**src/rtl/hazard_scoreboard_if.sv**
```systemverilog
// Decode/Exec/Mem/WB control bundle between the pipeline and the hazard scoreboard.
// The pipeline side is the master; the scoreboard is the slave.
interface hazard_scoreboard_if #(
    parameter int REG_ADDR_W = 5,
    parameter int LAT_W      = 3,
    parameter int CNT_W      = 32
);
    logic                  ValidDec;
    logic [REG_ADDR_W-1:0] SourceReg1Dec;
    logic [REG_ADDR_W-1:0] SourceReg2Dec;
    logic                  SourceUse1Dec;
    logic                  SourceUse2Dec;
    logic [REG_ADDR_W-1:0] DestRegDec;
    logic                  RegisterWriteDec;
    logic [LAT_W-1:0]      LatencyDec;
    logic [REG_ADDR_W-1:0] SourceReg1Exec;
    logic [REG_ADDR_W-1:0] SourceReg2Exec;
    logic [REG_ADDR_W-1:0] DestRegMem;
    logic [REG_ADDR_W-1:0] DestRegWriteBack;
    logic                  RegisterWriteMem;
    logic                  RegisterWriteWriteBack;
    logic                  ProgramCounterSourceExec;
    logic [1:0]            ForwardingReg1Exec;
    logic [1:0]            ForwardingReg2Exec;
    logic                  StallFetch;
    logic                  StallDecode;
    logic                  FlushDecode;
    logic                  FlushExec;
    logic                  IssueFire;
    logic                  ScoreboardBusy;
    logic [CNT_W-1:0]      StallCount;

    modport master (
        output ValidDec, SourceReg1Dec, SourceReg2Dec, SourceUse1Dec, SourceUse2Dec,
        output DestRegDec, RegisterWriteDec, LatencyDec,
        output SourceReg1Exec, SourceReg2Exec, DestRegMem, DestRegWriteBack,
        output RegisterWriteMem, RegisterWriteWriteBack, ProgramCounterSourceExec,
        input  ForwardingReg1Exec, ForwardingReg2Exec, StallFetch, StallDecode,
        input  FlushDecode, FlushExec, IssueFire, ScoreboardBusy, StallCount
    );

    modport slave (
        input  ValidDec, SourceReg1Dec, SourceReg2Dec, SourceUse1Dec, SourceUse2Dec,
        input  DestRegDec, RegisterWriteDec, LatencyDec,
        input  SourceReg1Exec, SourceReg2Exec, DestRegMem, DestRegWriteBack,
        input  RegisterWriteMem, RegisterWriteWriteBack, ProgramCounterSourceExec,
        output ForwardingReg1Exec, ForwardingReg2Exec, StallFetch, StallDecode,
        output FlushDecode, FlushExec, IssueFire, ScoreboardBusy, StallCount
    );
endinterface

```
**src/rtl/hazard_scoreboard.sv**
```systemverilog
// Per-register latency scoreboard for the 5-stage core: forwarding selects,
// RAW/WAW stalls, branch flush priority and a saturating stall-cycle counter.
module hazard_scoreboard #(
    parameter int NUM_REGS   = 32,
    parameter int REG_ADDR_W = 5,
    parameter int MAX_LAT    = 7,
    parameter int LAT_W      = 3,
    parameter int CNT_W      = 32
) (
    input  logic             clk,
    input  logic             rst_n,
    hazard_scoreboard_if.slave hs
);
    localparam logic [LAT_W-1:0] MAX_LAT_L = LAT_W'(MAX_LAT);
    localparam logic [CNT_W-1:0] CNT_MAX   = '1;

    logic [LAT_W-1:0] cnt_q [NUM_REGS];
    logic [LAT_W-1:0] cnt_d [NUM_REGS];
    logic [CNT_W-1:0] stall_count_q;
    logic [CNT_W-1:0] stall_count_d;

    logic [LAT_W-1:0]    lat_clamp;
    logic [LAT_W-1:0]    lat_set;
    logic [NUM_REGS-1:0] src1_sel;
    logic [NUM_REGS-1:0] src2_sel;
    logic [NUM_REGS-1:0] dst_sel;
    logic [NUM_REGS-1:0] pend_vec;
    logic [NUM_REGS-1:0] waw_vec;
    logic [NUM_REGS-1:0] busy_vec;
    logic [NUM_REGS-1:0] set_vec;
    logic                raw_hazard;
    logic                waw_hazard;
    logic                stall;
    logic                issue;

    function automatic logic [1:0] fwd_sel(
        input logic [REG_ADDR_W-1:0] src,
        input logic [REG_ADDR_W-1:0] dst_mem,
        input logic                  wr_mem,
        input logic [REG_ADDR_W-1:0] dst_wb,
        input logic                  wr_wb
    );
        logic [1:0] sel;
        sel = 2'b00;
        if (src != '0) begin
            if (wr_mem && src == dst_mem)     sel = 2'b10;
            else if (wr_wb && src == dst_wb)  sel = 2'b01;
        end
        return sel;
    endfunction

    always_comb begin
        lat_clamp = (hs.LatencyDec > MAX_LAT_L) ? MAX_LAT_L : hs.LatencyDec;
        lat_set   = (lat_clamp == '0) ? LAT_W'(1) : lat_clamp;
    end

    // Register 0 never matches any selector, so it is never scoreboarded or stalled on.
    genvar gi;
    generate
        for (gi = 0; gi < NUM_REGS; gi++) begin : g_reg
            assign src1_sel[gi] = (gi != 0) && (hs.SourceReg1Dec == REG_ADDR_W'(gi));
            assign src2_sel[gi] = (gi != 0) && (hs.SourceReg2Dec == REG_ADDR_W'(gi));
            assign dst_sel[gi]  = (gi != 0) && (hs.DestRegDec    == REG_ADDR_W'(gi));
            assign pend_vec[gi] = cnt_q[gi] > LAT_W'(1);
            assign waw_vec[gi]  = cnt_q[gi] > lat_clamp;
            assign busy_vec[gi] = cnt_q[gi] != '0;
            assign set_vec[gi]  = issue && hs.RegisterWriteDec && dst_sel[gi];
        end
    endgenerate

    always_comb begin
        raw_hazard = hs.ValidDec &&
                     ((hs.SourceUse1Dec && |(src1_sel & pend_vec)) ||
                      (hs.SourceUse2Dec && |(src2_sel & pend_vec)));
        waw_hazard = hs.ValidDec && hs.RegisterWriteDec && |(dst_sel & waw_vec);
        // A taken branch squashes the Decode instruction, so it overrides any stall.
        stall      = (raw_hazard || waw_hazard) && !hs.ProgramCounterSourceExec;
        issue      = hs.ValidDec && !stall && !hs.ProgramCounterSourceExec;
    end

    always_comb begin
        for (int r = 0; r < NUM_REGS; r++) begin
            cnt_d[r] = cnt_q[r];
            if (set_vec[r])             cnt_d[r] = lat_set;
            else if (cnt_q[r] != '0)    cnt_d[r] = cnt_q[r] - LAT_W'(1);
        end
        stall_count_d = stall_count_q;
        if (stall && stall_count_q != CNT_MAX) stall_count_d = stall_count_q + CNT_W'(1);
    end

    always_ff @(posedge clk or negedge rst_n) begin
        if (!rst_n) begin
            for (int r = 0; r < NUM_REGS; r++) cnt_q[r] <= '0;
            stall_count_q <= '0;
        end else begin
            for (int r = 0; r < NUM_REGS; r++) cnt_q[r] <= cnt_d[r];
            stall_count_q <= stall_count_d;
        end
    end

    assign hs.ForwardingReg1Exec = fwd_sel(hs.SourceReg1Exec, hs.DestRegMem, hs.RegisterWriteMem,
                                           hs.DestRegWriteBack, hs.RegisterWriteWriteBack);
    assign hs.ForwardingReg2Exec = fwd_sel(hs.SourceReg2Exec, hs.DestRegMem, hs.RegisterWriteMem,
                                           hs.DestRegWriteBack, hs.RegisterWriteWriteBack);
    assign hs.StallFetch     = stall;
    assign hs.StallDecode    = stall;
    assign hs.FlushDecode    = hs.ProgramCounterSourceExec;
    assign hs.FlushExec      = hs.ProgramCounterSourceExec || stall;
    assign hs.IssueFire      = issue;
    assign hs.ScoreboardBusy = |busy_vec;
    assign hs.StallCount     = stall_count_q;
endmodule
```
**src/flat_wrapper.sv**
```systemverilog
// flat-port wrapper written by rule: the top's interface ports become plain ports
module hazard_scoreboard_flat 
#(
    parameter int NUM_REGS   = 32,
    parameter int REG_ADDR_W = 5,
    parameter int MAX_LAT    = 7,
    parameter int LAT_W      = 3,
    parameter int CNT_W      = 32
)
  (clk, rst_n, hs_ValidDec, hs_SourceReg1Dec, hs_SourceReg2Dec, hs_SourceUse1Dec, hs_SourceUse2Dec, hs_DestRegDec, hs_RegisterWriteDec, hs_LatencyDec, hs_SourceReg1Exec, hs_SourceReg2Exec, hs_DestRegMem, hs_DestRegWriteBack, hs_RegisterWriteMem, hs_RegisterWriteWriteBack, hs_ProgramCounterSourceExec, hs_ForwardingReg1Exec, hs_ForwardingReg2Exec, hs_StallFetch, hs_StallDecode, hs_FlushDecode, hs_FlushExec, hs_IssueFire, hs_ScoreboardBusy, hs_StallCount);
  hazard_scoreboard_if #(.REG_ADDR_W(REG_ADDR_W), .LAT_W(LAT_W), .CNT_W(CNT_W)) hs_i ();
  input  logic clk;
  input  logic rst_n;
  input wire logic [$bits(hs_i.ValidDec)-1:0] hs_ValidDec;
  input wire logic [$bits(hs_i.SourceReg1Dec)-1:0] hs_SourceReg1Dec;
  input wire logic [$bits(hs_i.SourceReg2Dec)-1:0] hs_SourceReg2Dec;
  input wire logic [$bits(hs_i.SourceUse1Dec)-1:0] hs_SourceUse1Dec;
  input wire logic [$bits(hs_i.SourceUse2Dec)-1:0] hs_SourceUse2Dec;
  input wire logic [$bits(hs_i.DestRegDec)-1:0] hs_DestRegDec;
  input wire logic [$bits(hs_i.RegisterWriteDec)-1:0] hs_RegisterWriteDec;
  input wire logic [$bits(hs_i.LatencyDec)-1:0] hs_LatencyDec;
  input wire logic [$bits(hs_i.SourceReg1Exec)-1:0] hs_SourceReg1Exec;
  input wire logic [$bits(hs_i.SourceReg2Exec)-1:0] hs_SourceReg2Exec;
  input wire logic [$bits(hs_i.DestRegMem)-1:0] hs_DestRegMem;
  input wire logic [$bits(hs_i.DestRegWriteBack)-1:0] hs_DestRegWriteBack;
  input wire logic [$bits(hs_i.RegisterWriteMem)-1:0] hs_RegisterWriteMem;
  input wire logic [$bits(hs_i.RegisterWriteWriteBack)-1:0] hs_RegisterWriteWriteBack;
  input wire logic [$bits(hs_i.ProgramCounterSourceExec)-1:0] hs_ProgramCounterSourceExec;
  output wire logic [$bits(hs_i.ForwardingReg1Exec)-1:0] hs_ForwardingReg1Exec;
  output wire logic [$bits(hs_i.ForwardingReg2Exec)-1:0] hs_ForwardingReg2Exec;
  output wire logic [$bits(hs_i.StallFetch)-1:0] hs_StallFetch;
  output wire logic [$bits(hs_i.StallDecode)-1:0] hs_StallDecode;
  output wire logic [$bits(hs_i.FlushDecode)-1:0] hs_FlushDecode;
  output wire logic [$bits(hs_i.FlushExec)-1:0] hs_FlushExec;
  output wire logic [$bits(hs_i.IssueFire)-1:0] hs_IssueFire;
  output wire logic [$bits(hs_i.ScoreboardBusy)-1:0] hs_ScoreboardBusy;
  output wire logic [$bits(hs_i.StallCount)-1:0] hs_StallCount;
  assign hs_i.ValidDec = hs_ValidDec;
  assign hs_i.SourceReg1Dec = hs_SourceReg1Dec;
  assign hs_i.SourceReg2Dec = hs_SourceReg2Dec;
  assign hs_i.SourceUse1Dec = hs_SourceUse1Dec;
  assign hs_i.SourceUse2Dec = hs_SourceUse2Dec;
  assign hs_i.DestRegDec = hs_DestRegDec;
  assign hs_i.RegisterWriteDec = hs_RegisterWriteDec;
  assign hs_i.LatencyDec = hs_LatencyDec;
  assign hs_i.SourceReg1Exec = hs_SourceReg1Exec;
  assign hs_i.SourceReg2Exec = hs_SourceReg2Exec;
  assign hs_i.DestRegMem = hs_DestRegMem;
  assign hs_i.DestRegWriteBack = hs_DestRegWriteBack;
  assign hs_i.RegisterWriteMem = hs_RegisterWriteMem;
  assign hs_i.RegisterWriteWriteBack = hs_RegisterWriteWriteBack;
  assign hs_i.ProgramCounterSourceExec = hs_ProgramCounterSourceExec;
  assign hs_ForwardingReg1Exec = hs_i.ForwardingReg1Exec;
  assign hs_ForwardingReg2Exec = hs_i.ForwardingReg2Exec;
  assign hs_StallFetch = hs_i.StallFetch;
  assign hs_StallDecode = hs_i.StallDecode;
  assign hs_FlushDecode = hs_i.FlushDecode;
  assign hs_FlushExec = hs_i.FlushExec;
  assign hs_IssueFire = hs_i.IssueFire;
  assign hs_ScoreboardBusy = hs_i.ScoreboardBusy;
  assign hs_StallCount = hs_i.StallCount;
  hazard_scoreboard #(.NUM_REGS(NUM_REGS), .REG_ADDR_W(REG_ADDR_W), .MAX_LAT(MAX_LAT), .LAT_W(LAT_W), .CNT_W(CNT_W)) u_core (.clk(clk), .rst_n(rst_n), .hs(hs_i));
endmodule
```
**config.mk**
```make
export PLATFORM = sky130hd
export DESIGN_NAME = hazard_scoreboard_flat
export DESIGN_NICKNAME = d
export VERILOG_FILES = /design/src/rtl/hazard_scoreboard_if.sv /design/src/rtl/hazard_scoreboard.sv /design/src/flat_wrapper.sv
export SDC_FILE = /design/constraint.sdc
export NUM_CORES = 1
export LEC_CHECK = 0
export CORE_MARGIN = 3
export CORE_UTILIZATION = 65
export DETAILED_ROUTE_END_ITERATION = 8
export GPL_TIMING_DRIVEN = 0
export HOLD_SLACK_MARGIN = 0.06
export MAX_ROUTING_LAYER = met4
export PLACE_DENSITY_LB_ADDON = 0.1
export RECOVER_POWER = 25
export SYNTH_ARGS = -nofsm -noshare
export SYNTH_HDL_FRONTEND = slang
export SYNTH_SLANG_ARGS = --single-unit
```
**constraint.sdc**
```tcl
create_clock -name clk -period 7.6 [get_ports clk]
set_input_delay 1.52 -clock clk [delete_from_list [all_inputs] [get_ports clk]]
set_output_delay 1.52 -clock clk [all_outputs]
set_load 0.05 [all_outputs]
```
==> metrics.cfg <==
[status]
status=complete, but fails checks
violations=capacitance limit, slew limit

[placed_design]
place_congestion=1.05
dp.cells=1570
portBuffers=82
post-place-ws_ns=0.254
hpwl_um=25700
postPlaceCellArea_um2=12800

[final_layout]
drive_above_1_share=0.0777
fin_cells=1602
antennaDiodeCount=0
final_cell_mix=ha_1 (157), dfrtp_1 (128), mux2i_1 (120), inv_1 (110), xnor2_1 (100)
final-seq-area_um2=3200
final_common_cell=ha_1
fillers=1244
utilization=0.768
final_area_um2=13400
multiInputGateArea_um2=7760
finalNetCount=1568
synthToLayoutAreaGrowth_pct=14.8

[global_routing]
grt_pass1_vias=10100
grt_pass1_wl_um=54900
use_met1=0.480
grt_use_met2=0.563
grt.busiest_layer=met2
antenna_found_initial=0
grtUsageTotal=0.366
use_met3=0.0642
gr-total-overflow=0
grt_max_degree=71

[clock_tree]
cts_setup_buffers=0
cts_buffers=17
insertion_delay_ns=0.44
clk_pin_slew_ns=0.06
cts_root_buf=clkbuf_16
ctsLongestPathBuffers=2
cts_tree=done
cts.sinks=128
cts_hold_buf=0
ctsHtreeMaxLevel=4
cts_resized=0

[power_and_ir_drop]
clock_power_share=0.183
powerDensity_nw_per_um2=347
p_sw_frac=0.452
comb_power_share=0.520
peakVddDrop_v=0.000238
p_sw_mw=2.10
power_mw=4.64
p_leak_nw=5.70
power_frac_seq=0.297
internal_power_mw=2.54

[worst_setup_path]
cp.required_ns=6.08
crit_chain=clkdlybuf4s50_1, inv_1, clkbuf_2, buf_12, ha_1, a311o_1, o22ai_1, nor4_1, and4_1, o21ai_1, buf_2, a21o_1, clkdlybuf4s50_1
critPathArrivalTime_ns=5.98
worstSetupPathType=input port to output port
cpMaxStageDelayCell=clkdlybuf4s50_1
rrSetupSlack_ns=3.84
path_max_fanout=29
cp.buffers_inverters=6
crit_path_max_incr_delay_ns=0.79
cp_top_family=buffers and inverters
end_kind=output port
cp-start-kind=input port
cpMostUsedCell=clkdlybuf4s50_1

[sta]
hold_viol=0
maxSlewHeadroom=-1.19
rsz0062_at_grt=no
setup_viol=0
fmax_ghz=0.133
fin_crit_ns=7.50
worstMarginPinSlew_ns=3.28
slew_violations=131
finalWorstSetupSlack_ns=0.0959
timing.final.crit_share=0.987
fin_skew_ns=0.0124

[floorplanning]
io_pins=89
core_um2=17400
die_x_um=140
die_area_um2=19600
start_util=0.669
die_h_um=140
rows=48

[route]
final_antenna_net_count=0
drt_iter0_markers=1072
drt-total-wl_um=35000
drc=0
drt-vias-per-instance=6.41
first_pass_iters=5
wire_per_inst_um=21.8
vias=10300

[yosys]
synth_top_family_by_area=adder cells
syn_area_um2=11700
synthFlopType=dfrtp_1
synthAdderAreaFrac=0.193
synth-edff-count=0
synth-compound-area-share=0.122
ys_seq_elements=128
synthCells=1261
synth_xor_area_frac=0.0841
synthSimpleGateAreaFrac=0.159
syn_nets=1465
synth.mux.area_fraction=0.108
yosysWarnings=0
seq_area_frac_synth=0.275
ys_types=65
postSynthAreaPerCell_um2=9.25
async_reset_ff_frac=1.00

[worst_hold_path]
hold_class=register to register

[run]
cap_violations=2

==> state kept, by name, summed over array words and instances (netlist names) <==
name,flops
u_core.cnt_q,96
u_core.hs.StallCount,32
==> cell families (layout without fill, tap and decap cells) <==
| group | after synthesis | after routing |
|---|---|---|
| simple gates | 343 | 343 |
| compound gates | 200 | 200 |
| fa+ha+maj | 186 | 186 |
| buf+inv | 168 | 284 |
| flops | 128 | 128 |
| mux | 124 | 124 |
| xor+xnor | 112 | 112 |
==> path summary, 6_finish.rpt <==
| kind | start | to | cells past startpoint |
|---|---|---|---|
| max in group asynchronous | rst_n | u_core.hs.StallCount[7] | 2 |
| min reg2reg | u_core.cnt_q[95] | u_core.cnt_q[95] | 1 |
| min in group asynchronous | rst_n | u_core.cnt_q[70] | 1 |
| min | u_core.cnt_q[95] | u_core.cnt_q[95] | 1 |
| max | hs_LatencyDec[2] | hs_FlushExec | 13 |
| max reg2reg | u_core.cnt_q[15] | u_core.cnt_q[5] | 13 |
==> per-layer routing <==
metal,vias up,part of all wire
li1,4682,-
met1,4973,0.41
met3,112,0.085
met2,508,0.46
met4,0,0.041
met5,-,0
==> power by group through the flow <==
stage                     combinational (mW)  sequential (mW)  clock [mW]
after floorplan                         1.74             1.30           0
after global placement                  2.22             1.35           0
after detailed placement                2.34             1.37           0
after CTS                               2.38             1.36       0.849
after global routing                    2.70             1.42       0.877
final                                   2.41             1.38       0.851
==> stage by stage <==
stage / hold slack [ns] / TNS [ns]
floorplan: 0.442 / 0
global placement: 0.452 / -33.74
detailed placement: 0.474 / 0
CTS: 0.485 / 0
global route: 0.529 / 0
finish: 0.483 / 0
==> worst reg2reg max path: stages, from the launching register on <==
cell and delay (ns):
dfrtp_1 0.43, inv_1 0.13, ha_1 0.17, a21boi_1 0.07
o21a_1 0.19, o21ai_1 0.36, o211ai_1 0.19, nor4bb_1 0.52
and4_1 0.31, nand4_1 0.21, buf_4 0.29, buf_4 0.23
nor3_2 0.31, mux2i_1 0.27
==> synthesized netlist by cell type (3+ instances only) <==
| library cell | number | area share |
|---|---|---|
| buf_1 | 3 | 0.00097 |
| nor2b_1 | 6 | 0.0032 |
| xnor2_1 | 100 | 0.075 |
| o2111ai_1 | 4 | 0.0030 |
| and3_1 | 12 | 0.0064 |
| o21ba_2 | 16 | 0.014 |
| xor2_1 | 12 | 0.0090 |
| a31oi_1 | 4 | 0.0021 |
| mux2i_1 | 120 | 0.10 |
| a21boi_0 | 3 | 0.0019 |
| mux2_2 | 3 | 0.0029 |
| a32oi_1 | 4 | 0.0030 |
| nand3_1 | 35 | 0.015 |
| nand3b_1 | 7 | 0.0045 |
| nand4_1 | 22 | 0.012 |
| nor3_1 | 21 | 0.0090 |
| nor4_1 | 16 | 0.0086 |
| nor3_2 | 24 | 0.021 |
| nand2_1 | 58 | 0.019 |
| maj3_1 | 28 | 0.024 |
| o211ai_1 | 3 | 0.0019 |
| nor2_1 | 83 | 0.027 |
| a311oi_1 | 5 | 0.0038 |
| or3_1 | 10 | 0.0054 |
| dfrtp_1 | 128 | 0.27 |
| a311o_1 | 27 | 0.023 |
| nand4b_1 | 3 | 0.0023 |
| buf_4 | 8 | 0.0052 |
| ha_1 | 157 | 0.17 |
| a2111oi_0 | 3 | 0.0023 |
| a211oi_1 | 4 | 0.0026 |
| o21ai_0 | 43 | 0.018 |
| clkbuf_1 | 30 | 0.0097 |
| o21ai_1 | 3 | 0.0013 |
| a211o_1 | 3 | 0.0023 |
| nand2b_1 | 33 | 0.018 |
| a21oi_1 | 38 | 0.016 |
| buf_2 | 14 | 0.0060 |
| o21bai_1 | 12 | 0.0077 |
| o22ai_1 | 13 | 0.0070 |
| inv_1 | 110 | 0.035 |
==> layout make-up <==
cell class,instances,area share
multi-input combinational,965,0.580
sequential,128,0.239
timing repair buffer,84,0.0629
clock buffer,18,0.0328
inverter,111,0.0311
tap,225,0.0210
buffer,57,0.0208
clock inverter,14,0.0117
Note: power is estimated with default switching activity, not from simulation.
